[src/rtl/digit_serial_adder.sv]
// ----------------------------------------------------------------------------
// digit_serial_adder : two-bit-per-cycle serial adder with valid/ready handshake
// Revision 1.0
// ----------------------------------------------------------------------------
`default_nettype none

module digit_serial_adder #(
  parameter int WIDTH = 8
) (
  input  logic             clk,
  input  logic             rst_n,
  input  logic             in_valid,
  output logic             in_ready,
  input  logic [WIDTH-1:0] a,
  input  logic [WIDTH-1:0] b,
  input  logic             cin,
  output logic             out_valid,
  input  logic             out_ready,
  output logic [WIDTH-1:0] sum,
  output logic             cout
);

  localparam int SLICES = WIDTH / 2;
  localparam int CW     = (SLICES > 1) ? $clog2(SLICES) : 1;
  localparam logic [CW-1:0] LAST_SLICE = CW'(SLICES - 1);

  typedef enum logic [1:0] {
    IDLE = 2'd0,
    RUN  = 2'd1,
    DONE = 2'd2
  } state_t;

  state_t           state, state_nxt;
  logic [CW-1:0]    cnt;
  logic [WIDTH-1:0] a_sh, b_sh, sum_r, sum_shift;
  logic             carry, cout_r;
  logic [2:0]       slice_sum;
  logic             last_slice;

  assign slice_sum  = {1'b0, a_sh[1:0]} + {1'b0, b_sh[1:0]} + {2'b00, carry};
  assign last_slice = (cnt == LAST_SLICE);

  // New slice enters at the MSB end so the result ends up LSB-aligned.
  generate
    if (WIDTH > 2) begin : g_shift_wide
      assign sum_shift = {slice_sum[1:0], sum_r[WIDTH-1:2]};
    end else begin : g_shift_single
      assign sum_shift = slice_sum[1:0];
    end
  endgenerate

  always_ff @(posedge clk) begin
    if (!rst_n) state <= IDLE;
    else        state <= state_nxt;
  end

  always_comb begin
    state_nxt = state;
    in_ready  = 1'b0;
    out_valid = 1'b0;
    case (state)
      IDLE: begin
        in_ready = 1'b1;
        if (in_valid) state_nxt = RUN;
      end
      RUN: begin
        if (last_slice) state_nxt = DONE;
      end
      DONE: begin
        out_valid = 1'b1;
        if (out_ready) state_nxt = IDLE;
      end
      default: state_nxt = IDLE;
    endcase
  end

  always_ff @(posedge clk) begin
    if (!rst_n) begin
      a_sh   <= '0;
      b_sh   <= '0;
      sum_r  <= '0;
      carry  <= 1'b0;
      cout_r <= 1'b0;
      cnt    <= '0;
    end else begin
      case (state)
        IDLE: begin
          if (in_valid) begin
            a_sh  <= a;
            b_sh  <= b;
            carry <= cin;
            cnt   <= '0;
            sum_r <= '0;
          end
        end
        RUN: begin
          a_sh  <= a_sh >> 2;
          b_sh  <= b_sh >> 2;
          carry <= slice_sum[2];
          sum_r <= sum_shift;
          cnt   <= cnt + 1'b1;
          if (last_slice) cout_r <= slice_sum[2];
        end
        default: ;
      endcase
    end
  end

  assign sum  = sum_r;
  assign cout = cout_r;

endmodule

`default_nettype wire
[config.mk]
export PLATFORM = sky130hd
export DESIGN_NAME = digit_serial_adder
export DESIGN_NICKNAME = d
export VERILOG_FILES = /design/src/rtl/digit_serial_adder.sv
export SDC_FILE = /design/constraint.sdc
export NUM_CORES = 1
export LEC_CHECK = 0
export BUFFER_PORTS_ARGS = -buffer_cell sky130_fd_sc_hd__buf_4
export CAP_MARGIN = 20
export CORE_UTILIZATION = 25
export CTS_CLUSTER_SIZE = 25
export DETAILED_ROUTE_END_ITERATION = 10
export GPL_TIMING_DRIVEN = 0
export PLACE_DENSITY_LB_ADDON = 0.08
export SYNTH_ARGS = -nofsm -noshare
export SYNTH_HDL_FRONTEND = slang
export SYNTH_SLANG_ARGS = --single-unit
[constraint.sdc]
create_clock -name clk -period 2.95 [get_ports clk]
set_input_delay 0.4425 -clock clk [delete_from_list [all_inputs] [get_ports clk]]
set_output_delay 0.4425 -clock clk [all_outputs]
set_load 0.05 [all_outputs]
### Word level (Yosys, flattened, before mapping)

Cells that the tools add are included.

* output and inout bits: 11
* input port bits: 21
* flip-flop bits (word level): 30
* logic and storage cells: 37

* equal/unequal tests: 6
* add/sub/neg operators: 3
* muxes and demuxes: 16
* reductions and logical operators: 5

Operators by type and width (count)
* 8-bit one-hot mux with 2 select lines: 3
* 8-bit two-way mux: 3
* 2-bit two-way mux: 4
* 2-bit inequality test, second input constant: 3
* 2-bit one-hot mux with 3 select lines: 1
* 2-bit equality test, second input constant: 2
* 2-bit one-hot mux with 2 select lines: 1
* 2-bit AND reduction: 2
* 2-bit by 2-bit adder with 3-bit output: 1
* 3-bit by 1-bit adder with 3-bit output: 1
* 1-bit two-way mux: 3
* 3-bit AND reduction: 1
* 2-bit by 1-bit adder with 2-bit output, second input constant: 1
* 2-bit by 1-bit equality test with 1-bit output, second input constant: 1
* 2-bit logical NOT: 1
* 1-bit one-hot mux with 2 select lines: 1
* 2-bit nonzero test: 1

### Longest topological paths before layout

Gate-level depths: netlist (run 1).

* word-level depth: 3
* gate-level depth with buffers: 5
* depth with buffers taken out: 4

### Least setup slack after synthesis (run 1)

No wires, ideal clock.

* kind: flip-flop to output port
* start: register state[1]
* end: output out_valid
* data required time: 2.508 ns
* arrival time: 1.166 ns
* stages on the path, launching flop included: 3
* path slack: 1.341 ns
* path buffers: 1
* path through: dfxtp_1 -> buf_6 -> nor2b_1

* cells in the longest elaborated chain, start to end: 2

Ends and longest elaborated chain
* start: declaration: RTL line 33 `state_t state, state_nxt;`
* start signal: assignment: RTL line 54 `else state <= state_nxt;`
* 2-bit equality test: RTL line 61 `case (state)`
* 1-bit two-way mux: RTL line 61
* end: declaration: RTL line 17 `output logic out_valid,`

No other way between the ends.

### Final worst setup path (run 1)

* start: register a_sh[0]
* end: register sum_r[7], in the netlist sum[7]

* cells in the longest elaborated chain, start to end: 3

Ends and longest elaborated chain
* start: declaration: RTL line 35 `logic [WIDTH-1:0] a_sh, b_sh, sum_r, sum_shift;`
* start signal: assignment: RTL line 97 `a_sh <= a_sh >> 2;`
* 2-bit by 2-bit adder with 3-bit output: RTL line 40 `assign slice_sum = {1'b0, a_sh[1:0]} + {1'b0, b_sh[1:0]} + {2'b00, carry};`
* 3-bit by 1-bit adder with 3-bit output: RTL line 40
* 8-bit one-hot mux with 2 select lines: RTL line 86 `case (state)`
* end signal: assignment: RTL line 100 `sum_r <= sum_shift;`
* end: declaration: RTL line 35

No other way between the ends.
A chain may end at the register's enable or synchronous reset.

==> metrics.md, run 1 <==
| Metric | Value |
|---|---|
| Post-Synthesis Cell Area | 0.00131 sq mm |
| DR pass1 iterations | 4 |
| Yosys top cell area share | 45.9% |
| Comb power frac | 14.8% |
| DRC viols | 0 |
| Relative slew margins | 63.1% |
| Adder-Cell Fraction of Synth Area | 4.02% |
| Largest net degree at the start of global routing | 11 |
| Vias in the first global route | 1043 |
| Total Wirelength | 2990 um |
| Startpoint Class | flip-flop |
| Largest cells by area after synthesis | dfxtp_1 46%, o221ai_2 11%, nor2_1 7.7% |
| Ys flop type | dfxtp_1 |
| Clock skew | 0.00422 ns |
| Switching Share | 25.0% |
| Die area | 0.00553 sq mm |
| Final min period | 1.57 ns |
| Sequential-to-total area share from yosys stat | 45.9% |
| CTS sink cnt | 30 |
| Register Area | 601 sq um |
| Nets | 188 |
| IR drop worst, VDD | 0.000307 V |
| Mapped Nets | 151 |
| Final hold vios | 0 |
| Vias | 1028 |
| Final GP Congestion | 0.742 |
| Total global routing overflow | 0 |
| # IOs | 32 |
| First-pass GRT wire length | 4920 um |
| DP HPWL | 2170 um |
| Total GRT Usage | 12.3% |
| Setup CP Type | flip-flop to flip-flop |
| Root buf cell | clkbuf_8 |
| DR vias/cell | 4.43 |
| Cells after synthesis | 127 |
| P_sw | 0.000245 W |
| Core Box Area | 0.00488 sq mm |
| CP Data Required Time | 3.12 ns |
| Post-synthesis compound-gate area fraction | 23.4% |
| Hold bufs inserted after CTS | 0 |
| Post-synthesis simple-gate area fraction | 19.7% |
| Routed wire per std cell | 12.9 um |
| Die height | 74.4 um |
| Ant. Diodes | 0 |
| Netlist cell types | 25 |
| PnR Total Power | 0.000979 W |
| Total CTS buffers | 5 |
| Cell Area, Placed | 0.00162 sq mm |
| P_leak | 0.675 nW |
| Antenna violations before repair | 0 |
| Max Freq | 637 MHz |
| Slew Viols, Final | 0 |
| Clk network pwr share | 39.4% |
| Synth cell count leaders | 30 x dfxtp_1, 27 x nor2_1, 14 x nor2b_1 |
| RSZ-0062 raised after global routing | no |
| Final ANT Viol Nets | 0 |
| Setup Viol. Count Final | 0 |
| Status | completed |
| Synth Area in XOR/XNOR | 0% |
| Max-capacitance violation count | 0 |
| Final Cell Area | 0.00173 sq mm |
| Arrival time worst endpoint | 1.74 ns |
| Post-synth ARST share | 0% |
| Synthesized area per cell | 10.3 sq um |
| WHS | 0.439 ns |
| DRT iter0 DRCs | 20 |
| Clock Latency Late Sink | 0.28 ns |
| Count leader, synth | dfxtp_1 |
| Area grow syn2layout | 32.0% |
| Flops & latches, synth | 30 |
| Worst Max-Slew Pin Slew | 0.553 ns |
| Footprint of the multi-input gates | 637 sq um |
| Die W | 74.4 um |
| Most area-hungry cell type in the Yosys netlist | dfxtp_1 |
| Synthesis warning total | 0 |
| Setup TNS | 0 ns |
| PD cells | 566 mW/mm^2 |
| CTS tree | yes |
| FP Rows | 25 |
| Fraction of layout cells with a size suffix above 1 | 34.5% |
| Place WS | 1.37 ns |
| Mux cell area share after synthesis | 1.53% |
| Fill count | 515 |
| Clock transition at the registers of the reported paths | 0.06 ns |
| CTS-repair resized insts | 0 |
| I/O Buffers | 30 |
| CP Capture Type | flip-flop |
| Clock Path Buffers | 2 |
| H-tree levels | 2 |
| Initial Util | 26.8% |
| Worst Hold Class | input port to flip-flop |
| Register share of total power | 45.8% |
| Final WS setup | 1.38 ns |
| Largest family of logic cells by synthesized area | compound AO/OA/AOI/OAI gates |
| Int Power | 0.000733 W |
| Fin crit share | 53.2% |
| Crit Path Max Fanout | 2 |
| Number of synthesized flops with an enable pin | 0 |
| Setup Buffers After CTS | 0 |
[through the flow]
stage               utilization [%]  cells
floorplan                         -    127
global placement               33.2    224
detailed placement             33.2    224
CTS                            35.4    232
global route                   35.4    232
finish                         35.4    232
[flip-flops by register name, summed over array words and instances (netlist names)]
signal / flops
sum: 8
b_sh: 8
carry: 1
cnt: 2
a_sh: 8
cout: 1
state: 2
[power by group through the flow]
| stage | sequential, W | clock, W | combinational, W |
|---|---|---|---|
| 2_1_floorplan | 0.000463 | 0 | 0.0000872 |
| 3_3_place_gp | 0.000456 | 0 | 0.000146 |
| 3_5_place_dp | 0.000457 | 0 | 0.000148 |
| 4_1_cts | 0.000448 | 0.000401 | 0.000149 |
| 5_1_grt | 0.000451 | 0.000414 | 0.000161 |
| 6_report | 0.000448 | 0.000386 | 0.000145 |
[cells by family after synthesis]
logic type,Yosys count
AO/OA/AOI/OAI,30
adder cells (fa/ha/maj),3
buffers and inverters,11
flip-flops,30
multiplexers,2
AND/OR/NAND/NOR,51
[final timing paths]
| kind | from | to | slack (ns) | cells past startpoint |
|---|---|---|---|---|
| max reg2reg | a_sh[0]$_SDFFE_PN0P_ | sum[7]$_SDFFE_PN0P_ | 1.38 | 4 |
| min reg2reg | a_sh[3]$_SDFFE_PN0P_ | a_sh[3]$_SDFFE_PN0P_ | 0.47 | 2 |
| min | b[6] | b_sh[6]$_SDFFE_PN0P_ | 0.44 | 3 |
| max | a_sh[0]$_SDFFE_PN0P_ | sum[7]$_SDFFE_PN0P_ | 1.38 | 4 |
[final cells by class]
cell class / instances / area share, %
multi-input combinational: 86 / 36.9
sequential: 30 / 34.8
timing repair buffer: 30 / 13.0
clock buffer: 8 / 6.37
tap: 67 / 4.85
buffer: 10 / 3.91
inverter: 1 / 0.217
[cells in the final DEF, fill, tap and decap left out, types with 2 or more instances in the layout]
master and count:
a21boi_0 2, a22oi_1 13, buf_2 3, buf_4 31, buf_6 3, clkbuf_1 3, clkbuf_8 8, dfxtp_1 30
fa_1 2, mux2i_1 2, nand2b_1 2, nor2_1 27, nor2b_1 14, nor3b_1 2, o221ai_1 3, o221ai_2 10
[routing by layer]
metal | vias to the layer above | track usage [%] | routed length, um | share of wire, %
met2 | 24 | 18.7 | 1350 | 45
met4 | 0 | 6.29 | 56 | 1.9
met3 | 7 | 3.39 | 138 | 4.6
met1 | 470 | 15.9 | 1450 | 48
li1 | 527 | - | - | -
met5 | - | 0 | 0 | 0
[worst max-delay path, stage by stage (launching register included)]
cell	delay (ns)
dfxtp_1	0.34
fa_1	0.44
fa_1	0.45
a22oi_1	0.17
nor2b_1	0.06
Power figures use the tool's default switching activity.
==> run 2: changes to the inputs <==
==> constraint.sdc (replaced) <==
create_clock -name clk -period 1.5 [get_ports clk]
set_input_delay 0.225 -clock clk [delete_from_list [all_inputs] [get_ports clk]]
set_output_delay 0.225 -clock clk [all_outputs]
set_load 0.05 [all_outputs]
==> run 2 against run 1 <==
  * Final cell count did not move
  * Maximum frequency rose by 4.8%
  * Critical path depth did not move
  * Power rose by 97%
  * Largest cell class unchanged
  * Core utilization rose by 0.21 points
  * Clock power rose by 97%
  * Non-clock buffer count did not move
  * Largest power group unchanged
  * Combinational power rose by 99%
==> metrics.md, run 2 (synthesized netlist as in run 1, its figures left out) <==
| Metric | Value |
|---|---|
| Arrival time worst endpoint | 1.72 ns (-0.02 ns) |
| CTS tree | yes |
| Nets | 188 (unchanged) |
| Clock Path Buffers | 2 (unchanged) |
| Final Cell Area | 0.00174 sq mm (+0.58%) |
| Hold bufs inserted after CTS | 0 (unchanged) |
| Fin crit share | 99.9% (+47 points) |
| Clock skew | 0.00427 ns (+0.0000468 ns) |
| Final GP Congestion | 0.742 (unchanged) |
| Post-layout util | 35.6% (+0.21 points) |
| CTS sink cnt | 30 (unchanged) |
| Clock Latency Late Sink | 0.28 ns (about the same) |
| Routed wire per std cell | 12.9 um (about the same) |
| Antenna violations before repair | 0 (unchanged) |
| Comb power frac | 14.9% (about the same) |
| I/O Buffers | 30 (unchanged) |
| Die area | 0.00553 sq mm (unchanged) |
| Crit Path Max Fanout | 2 (unchanged) |
| Fraction of layout cells with a size suffix above 1 | 37.0% (+2.4 points) |
| Initial Util | 26.8% (unchanged) |
| Clock transition at the registers of the reported paths | 0.06 ns (about the same) |
| Core Box Area | 0.00488 sq mm (unchanged) |
| DRT iter0 DRCs | 15 (-25%) |
| CP Data Required Time | 1.72 ns (-1.40 ns) |
| P_leak | 0.676 nW (+0.18%) |
| FP Rows | 25 (unchanged) |
| Crit. Startpoint | a_sh[0]$_SDFFE_PN0P_ |
| Total GRT Usage | 12.3% (unchanged) |
| Relative slew margins | 63.1% (about the same) |
| Die W | 74.4 um (unchanged) |
| Max Freq | 667 MHz (+4.8%) |
| Vias in the first global route | 1043 (unchanged) |
| Status | completed |
| WHS | 0.221 ns (-0.218 ns) |
| Switching Share | 25.1% (about the same) |
| Worst Hold Class | input port to flip-flop |
| Max-capacitance violation count | 0 (unchanged) |
| Register share of total power | 45.7% (about the same) |
| Root buf cell | clkbuf_8 |
| Area grow syn2layout | 32.8% |
| Place WS | -0.0765 ns (-1.45 ns) |
| Total Wirelength | 2990 um (about the same) |
| Final ANT Viol Nets | 0 (unchanged) |
| Final min period | 1.50 ns (-0.0713 ns) |
| Reg-to-reg slack, setup | 0.001 ns (-1.38 ns) |
| Largest net degree at the start of global routing | 11 (unchanged) |
| Die height | 74.4 um (unchanged) |
| Slew Viols, Final | 0 (unchanged) |
| Final WS setup | 0.000952 ns (-1.38 ns) |
| Most frequent cells in the layout | 31 x buf_4, 29 x dfxtp_1, 27 x nor2_1 |
| Fill count | 515 (unchanged) |
| RR Startpoint | a_sh[0]$_SDFFE_PN0P_ |
| P_sw | 0.000484 W (+97%) |
| Setup CP Type | flip-flop to flip-flop |
| Most common cell after layout, fill and taps aside | buf_4 |
| # IOs | 32 (unchanged) |
| Worst Reg-to-Reg Cells | 4 (unchanged) |
| Vias | 1024 (-0.39%) |
| Hold path cells | 3 (unchanged) |
| Total CTS buffers | 5 (unchanged) |
| Critical Path End | sum[7]$_SDFFE_PN0P_ |
| DRC viols | 0 (unchanged) |
| Worst Max-Slew Pin Slew | 0.553 ns (-0.000467 ns) |
| Final hold vios | 0 (unchanged) |
| DR pass1 iterations | 4 (unchanged) |
| Int Power | 0.00145 W (+97%) |
| Cell Area, Placed | 0.00162 sq mm (unchanged) |
| Reg-to-Reg End | sum[7]$_SDFFE_PN0P_ |
| Clk network pwr share | 39.3% (about the same) |
| IR drop worst, VDD | 0.000605 V (+97%) |
| Startpoint Class | flip-flop |
| RSZ-0062 raised after global routing | yes |
| CP Capture Type | flip-flop |
| Setup Viol. Count Final | 0 (unchanged) |
| H-tree levels | 2 (unchanged) |
| Ant. Diodes | 0 (unchanged) |
| DR vias/cell | 4.41 (-0.39%) |
| Total global routing overflow | 0 (unchanged) |
| PD cells | 1110 mW/mm^2 (+96%) |
| DP HPWL | 2170 um (unchanged) |
| Setup Buffers After CTS | 0 (unchanged) |
| First-pass GRT wire length | 4920 um (unchanged) |
## run 2: final cells by class
cell class,instances,area [sq um],area share [%]
multi-input combinational,86,646,37.1
buffer,10,67.6,3.89
timing repair buffer,30,225,13.0
inverter,1,3.75,0.216
sequential,30,602,34.6
clock buffer,8,110,6.34
tap,67,83.8,4.82
## run 2: routing by layer
layer	global-route usage (%)	vias to the layer above	wire length [um]
met5	0	-	0
met4	6.29	0	56
met3	3.39	7	138
met2	18.7	24	1340
met1	15.9	466	1450
li1	-	527	-
## run 2: power groups by stage
stage	clock [W]	sequential [W]	combinational, W
6_report	0.000759	0.000882	0.000288
5_1_grt	0.000815	0.000889	0.000320
4_1_cts	0.000788	0.000882	0.000293
3_5_place_dp	0	0.000899	0.000290
3_3_place_gp	0	0.000898	0.000288
2_1_floorplan	0	0.000911	0.000171
## run 2: per-stage QoR
stage,setup TNS [ns],total power (W),std cells
global placement,-0.0995,0.00119,224
detailed placement,-0.130,0.00119,224
CTS,-0.0297,0.00196,232
floorplan,0,0.00108,127
finish,0,0.00193,232
global route,-0.0282,0.00202,232
## run 2: how the worst min path moves through the flow
| stage | start | end | slack [ns] |
|---|---|---|---|
| after detailed placement | a_sh[2]$_SDFFE_PN0P_ | a_sh[2]$_SDFFE_PN0P_ | 0.46 |
| final | b[6] | b_sh[6]$_SDFFE_PN0P_ | 0.22 |
| after floorplan | a[6] | a_sh[6]$_SDFFE_PN0P_ | 0.41 |
| after global placement | a_sh[2]$_SDFFE_PN0P_ | a_sh[2]$_SDFFE_PN0P_ | 0.45 |
| after global routing | b[6] | b_sh[6]$_SDFFE_PN0P_ | 0.23 |
| after CTS | out_ready | state[1]$_SDFFE_PN0P_ | 0.22 |
## run 2: worst max-delay path: stages, from the launching register on
cell and delay (ns):
dfxtp_2 0.34, fa_2 0.38, fa_2 0.53, a22oi_1 0.07
nor2b_1 0.11
## run 2: what timing repair did
action / 4_1_cts / 5_1_grt
setup endpoints to repair: 3 / 4
pin swaps: 1 / 1
gates resized for setup: 2 / 2
==> run 3: changes to the inputs <==
--- a/config.mk
+++ b/config.mk
@@ -12,6 +12,7 @@
 export DETAILED_ROUTE_END_ITERATION = 10
 export GPL_TIMING_DRIVEN = 0
 export PLACE_DENSITY_LB_ADDON = 0.08
+export SETUP_SLACK_MARGIN = 0.02
 export SYNTH_ARGS = -nofsm -noshare
 export SYNTH_HDL_FRONTEND = slang
 export SYNTH_SLANG_ARGS = --single-unit
==> run 3 against run 2 <==
  * Count of clock-buffer cells in the layout down 1
  * Routed wire length up 2.1%
  * Power down 8.2%
  * Maximum frequency up 0.23%
  * Hold slack better by 0.0025 ns
  * Critical endpoint unchanged
==> metrics.md, run 3 (synthesized netlist as in run 1, its figures left out) <==
| Metric | Value |
|---|---|
| Status | completed |
| Comb power frac | 16.3% (+1.4 points) |
| Post-layout util | 35.0% (-0.64 points) |
| DR vias/cell | 4.40 (-0.25%) |
| Register share of total power | 49.8% (+4.1 points) |
| Max-capacitance violation count | 0 (unchanged) |
| RR Startpoint | a_sh[0]$_SDFFE_PN0P_ |
| PD cells | 1040 mW/mm^2 (-6.5%) |
| P_leak | 0.657 nW (-2.9%) |
| DRT iter0 DRCs | 30 (+15) |
| Slew Viols, Final | 0 (unchanged) |
| Placed insts | 224 (unchanged) |
| I/O Buffers | 30 (unchanged) |
| DP HPWL | 2160 um (-0.60%) |
| Final hold vios | 0 (unchanged) |
| Clock transition at the registers of the reported paths | 0.06 ns (about the same) |
| CTS tree | yes |
| Final ANT Viol Nets | 0 (unchanged) |
| Total Wirelength | 3050 um (+2.1%) |
| Switching Share | 26.5% (+1.4 points) |
| CP Data Required Time | 1.71 ns (about the same) |
| Hold bufs inserted after CTS | 0 (unchanged) |
| Worst Max-Slew Pin Slew | 0.629 ns (+0.0761 ns) |
| Area grow syn2layout | 30.4% |
| Fraction of layout cells with a size suffix above 1 | 36.0% (-0.99 points) |
| Clock Latency Late Sink | 0.28 ns (about the same) |
| Global Route met2 Usage | 18.6% (-0.10 points) |
| Reg-to-reg slack, setup | 0.004 ns (about the same) |
| P_sw | 0.000470 W (-2.9%) |
| Setup Buffers After CTS | 0 (unchanged) |
| Root buf cell | clkbuf_8 |
| Most frequent cells in the layout | 31 x buf_4, 29 x dfxtp_1, 27 x nor2_1 |
| Die W | 74.4 um (unchanged) |
| Worst Reg-to-Reg Cells | 4 (unchanged) |
| Ant. Diodes | 0 (unchanged) |
| FP Rows | 25 (unchanged) |
| Fin crit share | 99.7% (-0.23 points) |
| Hold path cells | 3 (unchanged) |
| Antenna violations before repair | 0 (unchanged) |
| Vias in the first global route | 1007 (-3.5%) |
| Final GP Congestion | 0.667 (-10%) |
| Grt met1 use | 16.0% (+0.083 points) |
| CP Capture Type | flip-flop |
| CTS sink cnt | 30 (unchanged) |
| Max Freq | 669 MHz (+0.23%) |
| Arrival time worst endpoint | 1.71 ns (about the same) |
| IR drop worst, VDD | 0.000389 V (-36%) |
| Die area | 0.00553 sq mm (unchanged) |
| First-pass GRT wire length | 4890 um (-0.55%) |
| Nets | 188 (unchanged) |
| Setup CP Type | flip-flop to flip-flop |
| Min-Delay Endpoint | state[1]$_SDFFE_PN0P_ |
| Setup Viol. Count Final | 0 (unchanged) |
| DRC viols | 0 (unchanged) |
| Largest net degree at the start of global routing | 11 (unchanged) |
| # IOs | 32 (unchanged) |
| Total CTS buffers | 5 (unchanged) |
| Core Box Area | 0.00488 sq mm (unchanged) |
| Crit Path Max Fanout | 2 (unchanged) |
| RSZ-0062 raised after global routing | yes |
| Initial Util | 26.8% (unchanged) |
| Total global routing overflow | 0 (unchanged) |
| Final min period | 1.50 ns (-0.00346 ns) |
| Clock Path Buffers | 2 (unchanged) |
| Routed wire per std cell | 13.2 um (+2.6%) |
| Int Power | 0.00130 W (-10%) |
| Most Crowded Layer GR | met2 |
| Post-route insts no fill | 231 (-0.43%) |
| Startpoint Class | flip-flop |
| Worst Hold Class | input port to flip-flop |
| Hold path startpoint | out_ready |
| Die height | 74.4 um (unchanged) |
| Relative slew margins | 58.0% (-5.2 points) |
| WHS | 0.223 ns (+0.00251 ns) |
| Clk network pwr share | 33.8% (-5.5 points) |
| Most common cell after layout, fill and taps aside | buf_4 |
| DR pass1 iterations | 3 (-1) |
| Setup TNS | 0 ns (unchanged) |
| Total GRT Usage | 12.4% (+0.085 points) |
| Reg-to-Reg End | sum[7]$_SDFFE_PN0P_ |
| H-tree levels | 2 (unchanged) |
| Vias | 1017 (-0.68%) |
| Met3 usage | 5.01% (+1.6 points) |
| Clock skew | 0.00472 ns (+0.000450 ns) |
run 3: area by class of cell:
class	instances	area, sq um
well taps	67	83.8
clock buffers	7	76.3
inverters	1	3.75
flip-flops and latches	30	602
plain buffers	10	67.6
repair buffers	30	225
fillers	531	3170
multi-input cells	86	648
run 3: worst max path at each step:
stage,depth (start not counted),slack (ns),start,end
2_1_floorplan,4,0.05,a_sh[0]$_SDFFE_PN0P_,sum[7]$_SDFFE_PN0P_
3_3_place_gp,4,-0.02,a_sh[0]$_SDFFE_PN0P_,sum[7]$_SDFFE_PN0P_
3_5_place_dp,4,-0.03,a_sh[0]$_SDFFE_PN0P_,sum[7]$_SDFFE_PN0P_
4_1_cts,4,-0.01,a_sh[0]$_SDFFE_PN0P_,sum[7]$_SDFFE_PN0P_
5_1_grt,4,-0.02,a_sh[0]$_SDFFE_PN0P_,sum[7]$_SDFFE_PN0P_
6_report,4,0.004,a_sh[0]$_SDFFE_PN0P_,sum[7]$_SDFFE_PN0P_
run 3: worst max-delay path: stages (launching register included):
cell	delay, ns
dfxtp_2	0.34
fa_2	0.38
fa_2	0.53
a22oi_1	0.07
nor2b_1	0.11
run 3: through the flow:
step                      power, W  worst slack, ns  cell area [sq um]
final                      0.00177          0.00441               1710
after global routing       0.00187          -0.0226               1710
after CTS                  0.00180          -0.0147               1700
after detailed placement   0.00119          -0.0306               1620
after global placement     0.00119          -0.0205               1620
after floorplan            0.00108           0.0530               1310
run 3: power by group through the flow:
stage	clock network (W)	logic, W	registers, W
4_1_cts	0.000623	0.000295	0.000883
3_5_place_dp	0	0.000292	0.000900
6_report	0.000599	0.000289	0.000883
3_3_place_gp	0	0.000289	0.000898
2_1_floorplan	0	0.000172	0.000912
5_1_grt	0.000658	0.000321	0.000890
run 3: timing repair:
item / 4_1_cts / 5_1_grt
endpoints found under the setup margin: 2 / 3
hold endpoints to repair: 0 / 0
resized for setup: 2 / 1
run 3: routing by layer:
layer / routed length [um] / up-vias / part of all wire (%)
met1: 1490 / 469 / 49
li1: - / 527 / -
met4: 22 / 0 / 0.72
met5: 0 / - / 0
met2: 1410 / 19 / 46
met3: 132 / 2 / 4.3
